File: src/rtl/linear_predictor_pkg.sv
// ----------------------------------------------------------------------------
// linear_predictor_pkg
//   Shared definitions for the linear predictor.
//   - Default data width, fractional bits and sample-count width. These are
//     the same W/FRAC values the regressor uses, so b0/b1 coming from the
//     coefficient calculator can be applied without any rescaling.
//   - FSM state encoding for the predictor run controller.
// ----------------------------------------------------------------------------
package linear_predictor_pkg;

    // Two's complement fixed point, Q(LP_W-LP_FRAC).LP_FRAC; 1.0 == 2**LP_FRAC.
    localparam int LP_W     = 20;
    localparam int LP_FRAC  = 10;
    localparam int LP_CNT_W = 16;

    // Run controller states.
    typedef enum logic [1:0] {
        ST_IDLE = 2'd0,
        ST_RUN  = 2'd1,
        ST_DONE = 2'd2
    } lp_state_t;

endpackage

File: src/rtl/linear_predictor_fx_mul_add_sat.sv
// ----------------------------------------------------------------------------
// linear_predictor_fx_mul_add_sat
//   Combinational back end of the predictor datapath. Takes the full-width
//   product p = b1*x and the intercept b0, and produces
//       y = sat( ((p + 2^(FRAC-1)) >>> FRAC) + b0 )
//   i.e. round-half-up back to FRAC fractional bits, add the intercept, then
//   clamp to the signed W-bit range.
//
// Ports
//   p     in   2W  signed product b1*x (2*FRAC fractional bits)
//   b0    in   W   signed intercept (FRAC fractional bits)
//   y     out  W   rounded, saturated prediction (FRAC fractional bits)
//   clip  out  1   high when y was clamped
// ----------------------------------------------------------------------------
module linear_predictor_fx_mul_add_sat
    import linear_predictor_pkg::*;
#(
    parameter int W    = LP_W,
    parameter int FRAC = LP_FRAC
) (
    input  logic signed [2*W-1:0] p,
    input  logic signed [W-1:0]   b0,
    output logic signed [W-1:0]   y,
    output logic                  clip
);

    // One guard bit above the product so the rounding add can never wrap,
    // even for the most negative * most negative product.
    localparam int PW = 2 * W + 1;

    localparam logic signed [PW-1:0] HALF  = PW'(1) << (FRAC - 1);
    localparam logic signed [PW-1:0] Y_MAX = {{(PW - W + 1){1'b0}}, {(W - 1){1'b1}}};
    localparam logic signed [PW-1:0] Y_MIN = {{(PW - W + 1){1'b1}}, {(W - 1){1'b0}}};

    logic signed [PW-1:0] p_ext;
    logic signed [PW-1:0] b0_ext;
    logic signed [PW-1:0] rounded;
    logic signed [PW-1:0] sum;

    always_comb begin
        p_ext   = {p[2*W-1], p};
        b0_ext  = {{(PW - W){b0[W-1]}}, b0};
        // Arithmetic shift after adding one half LSB: ties go towards +inf.
        rounded = (p_ext + HALF) >>> FRAC;
        sum     = rounded + b0_ext;

        clip = 1'b0;
        y    = sum[W-1:0];
        if (sum > Y_MAX) begin
            clip = 1'b1;
            y    = Y_MAX[W-1:0];
        end else if (sum < Y_MIN) begin
            clip = 1'b1;
            y    = Y_MIN[W-1:0];
        end
    end

endmodule

File: src/rtl/linear_predictor.sv
// ----------------------------------------------------------------------------
// linear_predictor
//   Applies a fitted line y = b0 + b1*x to a stream of fixed-point samples.
//   A start pulse in IDLE latches b0, b1 and the sample count N; the block
//   then accepts N x values over a valid/ready handshake and returns N
//   predictions, in order, over a second valid/ready handshake.
//
//   Pipeline: stage 1 registers the full-width product b1*x, stage 2
//   rounds, adds b0, saturates and drives y_out. Both stages advance
//   together whenever the output register is empty or being taken, so with
//   no backpressure the block sustains one sample per cycle and y appears
//   two cycles after its x handshake. At most two samples are in flight.
//
// Ports
//   clk        in   1      clock, rising edge
//   rst        in   1      asynchronous active-high reset
//   start      in   1      begin run (honoured only in IDLE)
//   b0         in   W      intercept, signed fixed point
//   b1         in   W      slope, signed fixed point
//   n_samples  in   CNT_W  number of samples in the run
//   x_in       in   W      sample
//   x_valid    in   1      x_in valid
//   x_ready    out  1      x_in accepted this cycle (when x_valid)
//   y_out      out  W      prediction
//   y_valid    out  1      y_out valid
//   y_ready    in   1      consumer takes y_out
//   busy       out  1      high while a run is in progress
//   done       out  1      one-cycle pulse after the last y is taken
//   sat        out  1      sticky: some output in this run was clamped
// ----------------------------------------------------------------------------
module linear_predictor
    import linear_predictor_pkg::*;
#(
    parameter int W     = LP_W,
    parameter int FRAC  = LP_FRAC,
    parameter int CNT_W = LP_CNT_W
) (
    input  logic                 clk,
    input  logic                 rst,
    input  logic                 start,
    input  logic signed [W-1:0]  b0,
    input  logic signed [W-1:0]  b1,
    input  logic [CNT_W-1:0]     n_samples,
    input  logic signed [W-1:0]  x_in,
    input  logic                 x_valid,
    output logic                 x_ready,
    output logic signed [W-1:0]  y_out,
    output logic                 y_valid,
    input  logic                 y_ready,
    output logic                 busy,
    output logic                 done,
    output logic                 sat
);

    // ------------------------------------------------------------------
    // State
    // ------------------------------------------------------------------
    lp_state_t              state_reg;
    lp_state_t              state_next;

    logic signed [W-1:0]    b0_reg;
    logic signed [W-1:0]    b1_reg;
    logic [CNT_W-1:0]       n_reg;
    logic [CNT_W-1:0]       in_cnt_reg;
    logic [CNT_W-1:0]       out_cnt_reg;

    logic signed [2*W-1:0]  p_reg;
    logic                   s1_valid_reg;
    logic signed [W-1:0]    y_out_reg;
    logic                   y_valid_reg;
    logic                   sat_reg;

    // ------------------------------------------------------------------
    // Handshake / control terms
    // ------------------------------------------------------------------
    logic                   advance;
    logic                   x_hs;
    logic                   y_hs;
    logic                   last_y;
    logic                   start_acc;

    logic signed [2*W-1:0]  b1_ext;
    logic signed [2*W-1:0]  x_ext;
    logic signed [2*W-1:0]  p_next;
    logic signed [W-1:0]    y_calc;
    logic                   clip;

    // The whole pipe moves only when the output register can be refilled;
    // this single enable is what keeps y_out stable under backpressure.
    assign advance   = !y_valid_reg || y_ready;
    assign x_hs      = x_ready && x_valid;
    assign y_hs      = y_valid_reg && y_ready;
    assign last_y    = (out_cnt_reg + CNT_W'(1)) == n_reg;
    assign start_acc = start && (state_reg == ST_IDLE);

    // Sign-extend both factors to the product width so the multiply is a
    // clean full-precision signed W x W.
    assign b1_ext = {{W{b1_reg[W-1]}}, b1_reg};
    assign x_ext  = {{W{x_in[W-1]}}, x_in};
    assign p_next = b1_ext * x_ext;

    linear_predictor_fx_mul_add_sat #(
        .W    (W),
        .FRAC (FRAC)
    ) u_mul_add_sat (
        .p    (p_reg),
        .b0   (b0_reg),
        .y    (y_calc),
        .clip (clip)
    );

    // ------------------------------------------------------------------
    // FSM: state register
    // ------------------------------------------------------------------
    always_ff @(posedge clk or posedge rst) begin
        if (rst) begin
            state_reg <= ST_IDLE;
        end else begin
            state_reg <= state_next;
        end
    end

    // ------------------------------------------------------------------
    // FSM: next-state logic
    // ------------------------------------------------------------------
    always_comb begin
        state_next = state_reg;
        case (state_reg)
            ST_IDLE: begin
                if (start) begin
                    // An empty run completes immediately.
                    state_next = (n_samples == '0) ? ST_DONE : ST_RUN;
                end
            end
            ST_RUN: begin
                if (y_hs && last_y) begin
                    state_next = ST_DONE;
                end
            end
            ST_DONE: begin
                state_next = ST_IDLE;
            end
            default: begin
                state_next = ST_IDLE;
            end
        endcase
    end

    // ------------------------------------------------------------------
    // FSM: outputs
    // ------------------------------------------------------------------
    always_comb begin
        busy    = (state_reg == ST_RUN);
        done    = (state_reg == ST_DONE);
        // in_cnt saturates at N, so once all samples are in x_ready stays low.
        x_ready = (state_reg == ST_RUN) && (in_cnt_reg < n_reg) && advance;
    end

    // ------------------------------------------------------------------
    // Coefficients and counters
    // ------------------------------------------------------------------
    always_ff @(posedge clk or posedge rst) begin
        if (rst) begin
            b0_reg      <= '0;
            b1_reg      <= '0;
            n_reg       <= '0;
            in_cnt_reg  <= '0;
            out_cnt_reg <= '0;
        end else if (start_acc) begin
            b0_reg      <= b0;
            b1_reg      <= b1;
            n_reg       <= n_samples;
            in_cnt_reg  <= '0;
            out_cnt_reg <= '0;
        end else begin
            if (x_hs) begin
                in_cnt_reg <= in_cnt_reg + CNT_W'(1);
            end
            if (y_hs) begin
                out_cnt_reg <= out_cnt_reg + CNT_W'(1);
            end
        end
    end

    // ------------------------------------------------------------------
    // Two-stage datapath
    // ------------------------------------------------------------------
    always_ff @(posedge clk or posedge rst) begin
        if (rst) begin
            p_reg        <= '0;
            s1_valid_reg <= 1'b0;
            y_out_reg    <= '0;
            y_valid_reg  <= 1'b0;
            sat_reg      <= 1'b0;
        end else begin
            // Stage 1: an x handshake implies advance, so stage 1 is always
            // free to take a new product here.
            if (x_hs) begin
                p_reg        <= p_next;
                s1_valid_reg <= 1'b1;
            end else if (advance) begin
                s1_valid_reg <= 1'b0;
            end

            // Stage 2: round, add intercept, saturate.
            if (advance) begin
                y_out_reg   <= y_calc;
                y_valid_reg <= s1_valid_reg;
            end

            // The pipe is empty in IDLE, so clearing on start cannot race
            // with a clip from the previous run.
            if (start_acc) begin
                sat_reg <= 1'b0;
            end else if (advance && clip && s1_valid_reg) begin
                sat_reg <= 1'b1;
            end
        end
    end

    assign y_out   = y_out_reg;
    assign y_valid = y_valid_reg;
    assign sat     = sat_reg;

endmodule

File: config.mk
export PLATFORM = sky130hd
export DESIGN_NAME = linear_predictor
export DESIGN_NICKNAME = d
export VERILOG_FILES = /design/src/rtl/linear_predictor_pkg.sv /design/src/rtl/linear_predictor_fx_mul_add_sat.sv /design/src/rtl/linear_predictor.sv
export SDC_FILE = /design/constraint.sdc
export NUM_CORES = 2
export LEC_CHECK = 0
export BUFFER_PORTS_ARGS = -buffer_cell sky130_fd_sc_hd__buf_2
export CAP_MARGIN = 40
export CORE_ASPECT_RATIO = 1.4
export CORE_MARGIN = 1
export CORE_UTILIZATION = 60
export CTS_BUF_LIST = sky130_fd_sc_hd__clkbuf_16
export CTS_CLUSTER_DIAMETER = 40
export DETAILED_ROUTE_END_ITERATION = 8
export PLACE_DENSITY = 0.8
export SLEW_MARGIN = 20
export SYNTH_ARGS = -nofsm -noshare
export SYNTH_HDL_FRONTEND = slang
export SYNTH_SLANG_ARGS = --single-unit
File: constraint.sdc
create_clock -name clk -period 12.2 [get_ports clk]
set_input_delay 0.61 -clock clk [delete_from_list [all_inputs] [get_ports clk]]
set_output_delay 0.61 -clock clk [all_outputs]
set_load 0.01 [all_outputs]
=== Yosys cells after proc, flatten, opt, wreduce, memory -nomap -nowiden ===
Index checks and enable logic that the tools add are counted.
W data, S select, Z words.

* $add $sub $neg: 4
* Multipliers: 1
* Magnitude comparators: 3
* Eq/ne operators: 5
* Mux-type cells: 16
* Reduce and logical (&&, ||, !) cells: 17

{| class="wikitable"
|+ Operators by type and width
! cell !! count
|-
| $mux W16 || 4
|-
| $add A40 B11 Y41 const B || 1
|-
| $gt A41 B20 Y1 const B || 1
|-
| $lt A41 B20 Y1 const B || 1
|-
| $mul A20 B20 Y40 || 1
|-
| $mux W20 || 2
|-
| $add A16 B1 Y16 const B || 2
|-
| $add A31 B20 Y32 || 1
|-
| $eq A16 B16 Y1 || 1
|-
| $logic_not A16 Y1 || 1
|-
| $lt A16 B16 Y1 || 1
|-
| $logic_and A1 B1 Y1 || 8
|-
| $reduce_bool A2 Y1 || 4
|-
| $mux W1 || 6
|-
| $mux W2 || 3
|-
| $pmux W2 S2 || 1
|-
| $eq A2 B1 Y1 const B || 1
|-
| $eq A2 B2 Y1 const B || 1
|-
| $logic_not A2 Y1 || 1
|-
| $ne A2 B1 Y1 const B || 1
|-
| $ne A2 B2 Y1 const B || 1
|-
| $reduce_and A2 Y1 || 1
|-
| $logic_not A1 Y1 || 1
|-
| $logic_or A1 B1 Y1 || 1
|}

* Register bits: 153
* Input bits: 81
* Output and inout bits: 25
* Logic and storage cells: 57

=== Logic depth before layout (Yosys ltp) ===
* Word-level depth: 9
* Gate-level depth with buffers: 28
* Mapped depth without buffers: 26

=== Cells and area by module ===
From an unflattened synthesis, not the netlist that was laid out.

* Cell total of the unflattened synthesis: 2786
* Area total of the unflattened synthesis: 24882.6 µm²

{| class="wikitable"
|+ By module, submodules not included
! module !! instances !! cells each !! area each (µm²) !! seq. area each (µm²)
|-
| linear_predictor || 1 || 2382 || 21992.3 || 3828.7
|-
| linear_predictor_fx_mul_add_sat || 1 || 404 || 2890.3 || 0.0
|}

=== Worst setup path before layout ===
No wires, ideal clock.

* Kind: input-to-reg
* Start: input port x_in[4]
* End: register p_reg[37]
* Library setup time: 146 ps
* Arrival time: 6973 ps
* Required time: 12054 ps
* Setup slack: 5082 ps
* Cell stages on the path: 24
* Buffers on the path: 1
* Cells stage by stage: clkbuf_1 > and2_1 > fa_1 > inv_1 > fa_1 > inv_1 > fa_1 > inv_1 > fa_1 > inv_1 > fa_1 > inv_1 > fa_1 > fa_1 > inv_1 > ha_1 > a21o_1 > a21oi_1 > o21bai_1 > a22oi_1 > nand2_1 > o21ai_0 > mux2i_1 > o311ai_0

* Longest elaborated chain between the ends: 1

{| class="wikitable"
|+ Ends and longest elaborated chain
! item !! RTL line !! source
|-
| from (decl) || linear_predictor.sv:44 || <nowiki>input logic signed [W-1:0] x_in,</nowiki>
|-
| $mul A20 B20 Y40 || linear_predictor.sv:100 || <nowiki>assign p_next = b1_ext * x_ext;</nowiki>
|-
| to (signal assigned) || linear_predictor.sv:199 || <nowiki>p_reg <= p_next;</nowiki>
|-
| to (decl) || linear_predictor.sv:67 || <nowiki>logic signed [2*W-1:0] p_reg;</nowiki>
|}

No other way between the ends.
A chain may end at the register's enable or synchronous reset.

=== Final worst setup path ===
* Start: register b1_reg[19]
* End: register p_reg[34]

* Longest elaborated chain between the ends: 1

{| class="wikitable"
|+ Ends and longest elaborated chain
! item !! RTL line !! source
|-
| from (decl) || linear_predictor.sv:62 || <nowiki>logic signed [W-1:0] b1_reg;</nowiki>
|-
| from (signal assigned) || linear_predictor.sv:165 || <nowiki>b1_reg <= '0;</nowiki>
|-
| from (signal assigned) || linear_predictor.sv:171 || <nowiki>b1_reg <= b1;</nowiki>
|-
| $mul A20 B20 Y40 || linear_predictor.sv:100 ||
|}

No other way between the ends.

==> results_dict.tcl <==
set metrics [dict create \
    status "completed" \
    cts.hold.buffers_added 0 \
    grt_pass1_vias 19700 \
    h-tree-depth 4 \
    gp_congestion 0.968 \
    die_x_um 171 \
    yosys.area_share.simple_pct 18.2 \
    cts_buffers 17 \
    netlist_area_um2 23900 \
    synthXorXnorAreaFrac_pct 5.18 \
    final_cells 3267 \
    routed-via-count 18200 \
    synth_flop_cell "dfrtp_1" \
    drtIter0Drc 1139 \
    synthArstFlopShare_pct 100 \
    timing.slew.headroom_pct 41.1 \
    clock.fmax_mhz 126 \
    synth_warnings 0 \
    synth_fa_ha_area_share_pct 43.3 \
    critPathArrivalTime_ps 8260 \
    drv_cap 0 \
    synth_nets 3361 \
    rsz0062_at_grt "no" \
    grt_overflow 0 \
    grtUsageTotal_pct 30.5 \
    routed-wl-met3_um 3480 \
    setup_viol_count_final 0 \
    initial_utilization_pct 60.7 \
    grt_pass1_wl_um 95900 \
    fp.dieArea_um2 40600 \
    maxUsedRoutingLayer "met5" \
    clock_latency_ps 460 \
    min_path_type "input port to asynchronous set/reset pin" \
    tightest_slew_ps 884 \
    dr.pass1.iters 5 \
    finalWorstPathRequiredPeriod_ps 7910 \
    cts_setup_buffers 0 \
    areaGrowthSynthToFinish_pct 6.43 \
    wl_met1_um 21700 \
    antenna_found_initial 2 \
    critPathLaunchType "flop" \
    critPathCaptureType "flop" \
    drive_gt1_share_pct 6.39 \
    drv_slew 0 \
    final.setup.tns_ps 0 \
    die_y_um 238 \
    via_per_inst 5.57 \
    worst_clock_skew_ps 17.0 \
    coreArea_um2 39300 \
    wirelength_um 57600 \
    clkTransAtPathRegs_ps 70 \
    dp_cells 3233 \
    boundaryPins 106 \
    crit_type "flop to flop" \
    fill_cells 3106 \
    largest_reg_flops 31 \
    dp_hpwl_um 46500 \
    synth-compound-area-share_pct 7.86 \
    fin_nets 3380 \
    clock-root-buffer "clkbuf_16" \
    cts.sinks 144 \
    finalHoldViolations 0 \
    num_rows 86 \
    synth_cell_types 72 \
    synth.area.mux_share_pct 0.168 \
    wire_per_inst_um 17.6 \
    synth_top_family_by_area "adder cells" \
    grt_max_degree 78 \
    cp_max_fo 21 \
    cp.required_ps 12550 \
    seq_area_frac_synth_pct 15.1 \
    synth_edf_count 0 \
    period_share_pct 64.8 \
    route.met2.wl_um 29700 \
    cts_tree "built" \
    cts_max_path_buffers 2 \
    avgSynthCellArea_um2 8.81 \
    route.detailed.drc 0 \
    detail-route-antenna-nets 0 \
    ys_ff_latch 144 \
    io_buffers 105 \
    cts_resized 0 \
    synthCells 2707 \
]
## per-stage QoR
step | hold WS (ps) | utilization [%] | setup WS [ps] | instance area (um2)
2_1_floorplan | 452 | - | 5080 | 23900
3_3_place_gp | 464 | 62.8 | 4450 | 24700
3_5_place_dp | 469 | 63.1 | 4230 | 24800
4_1_cts | 167 | 64.6 | 4280 | 25400
5_1_grt | 203 | 64.6 | 3760 | 25400
6_report | 168 | 64.6 | 4290 | 25400
## logic make-up (layout without fill, tap and decap cells)
kind of cell,after synthesis,after routing
simple gates,899,899
buf+inv,646,677
fa+ha+maj,573,573
compound gates,300,300
flops,144,144
xor+xnor,141,141
mux,4,4
other cells,0,1
## synth_stat cells, types with 16 or more instances
cell type	number	area share [%]
a21oi_1	78	1.6
and3_1	20	0.52
dfrtp_1	144	15
xnor2_1	89	3.3
clkbuf_1	118	1.9
nand4_1	26	0.68
nand3_1	29	0.61
xor2_1	52	1.9
ha_1	153	8.0
o21ai_0	82	1.7
and2_1	215	5.6
fa_1	420	35
nand2_1	425	6.7
nand2b_1	16	0.42
inv_1	523	8.2
nor3_1	19	0.40
o21ai_1	23	0.48
nor2_1	87	1.4
a21o_1	21	0.66
## per-layer routing
| layer | GRT usage (%) | vias up |
|---|---|---|
| li1 | - | 8318 |
| met1 | 35.3 | 9075 |
| met2 | 54.4 | 645 |
| met3 | 4.59 | 171 |
| met4 | 15.5 | 2 |
| met5 | 0 | - |
## placed cells by master, fill, tap and decap left out, drive strengths merged, types with 14 or more instances in the layout
| cell | count |
|---|---|
| inv | 528 |
| nand2 | 426 |
| fa | 420 |
| and2 | 216 |
| ha | 153 |
| dfrtp | 144 |
| buf | 123 |
| o21ai | 105 |
| xnor2 | 89 |
| nor2 | 87 |
| a21oi | 79 |
| xor2 | 52 |
| nand3 | 29 |
| nand4 | 27 |
| a21o | 21 |
| and3 | 20 |
| nor3 | 19 |
| clkbuf | 17 |
| nand2b | 16 |
| nor4 | 16 |
| nor2b | 16 |
| o21a | 14 |
## critical path: stages (launching register included)
cell and delay (ps):
dfrtp_1 670, nand2_1 250, inv_1 120, fa_1 650, inv_1 150, fa_1 530
inv_1 90, fa_1 790, inv_1 380, fa_1 650, inv_1 60, fa_1 460
fa_1 550, inv_1 50, fa_1 490, inv_1 40, ha_1 310, nand4_1 100
nor2_1 130, nand3_1 90, a211oi_1 370, nor2_1 100, a21oi_1 280, o21a_1 210
nor3_1 60, o31ai_1 210
## final cells by class
type                            count  area [um2]  area share (%)
Multi-Input combinational cell   1917       17800            70.2
Sequential cell                   144        3600            14.2
Inverter                          523        1970            7.75
Timing Repair Buffer              123         759            2.99
Tap cell                          528         661            2.60
Clock buffer                       17         425            1.68
Clock inverter                     14         143           0.562
Antenna cell                        1        2.50         0.00986
## final timing paths
| path | from | end | slack [ps] | depth (start not counted) |
|---|---|---|---|---|
| max reg2reg | b1_reg[19] | p_reg[34] | 4290 | 25 |
| min in group clk | b1[16] | b1_reg[16] | 340 | 3 |
| max in group asynchronous | rst | b1_reg[15] | 10960 | 3 |
| min reg2reg | y_out[14] | y_out[14] | 480 | 2 |
| min | rst | y_out[1] | 170 | 2 |
| max | b1_reg[19] | p_reg[34] | 4290 | 25 |
Power is not shown: default switching activity piles up to over one toggle a cycle in this logic, so the estimate is an artifact.
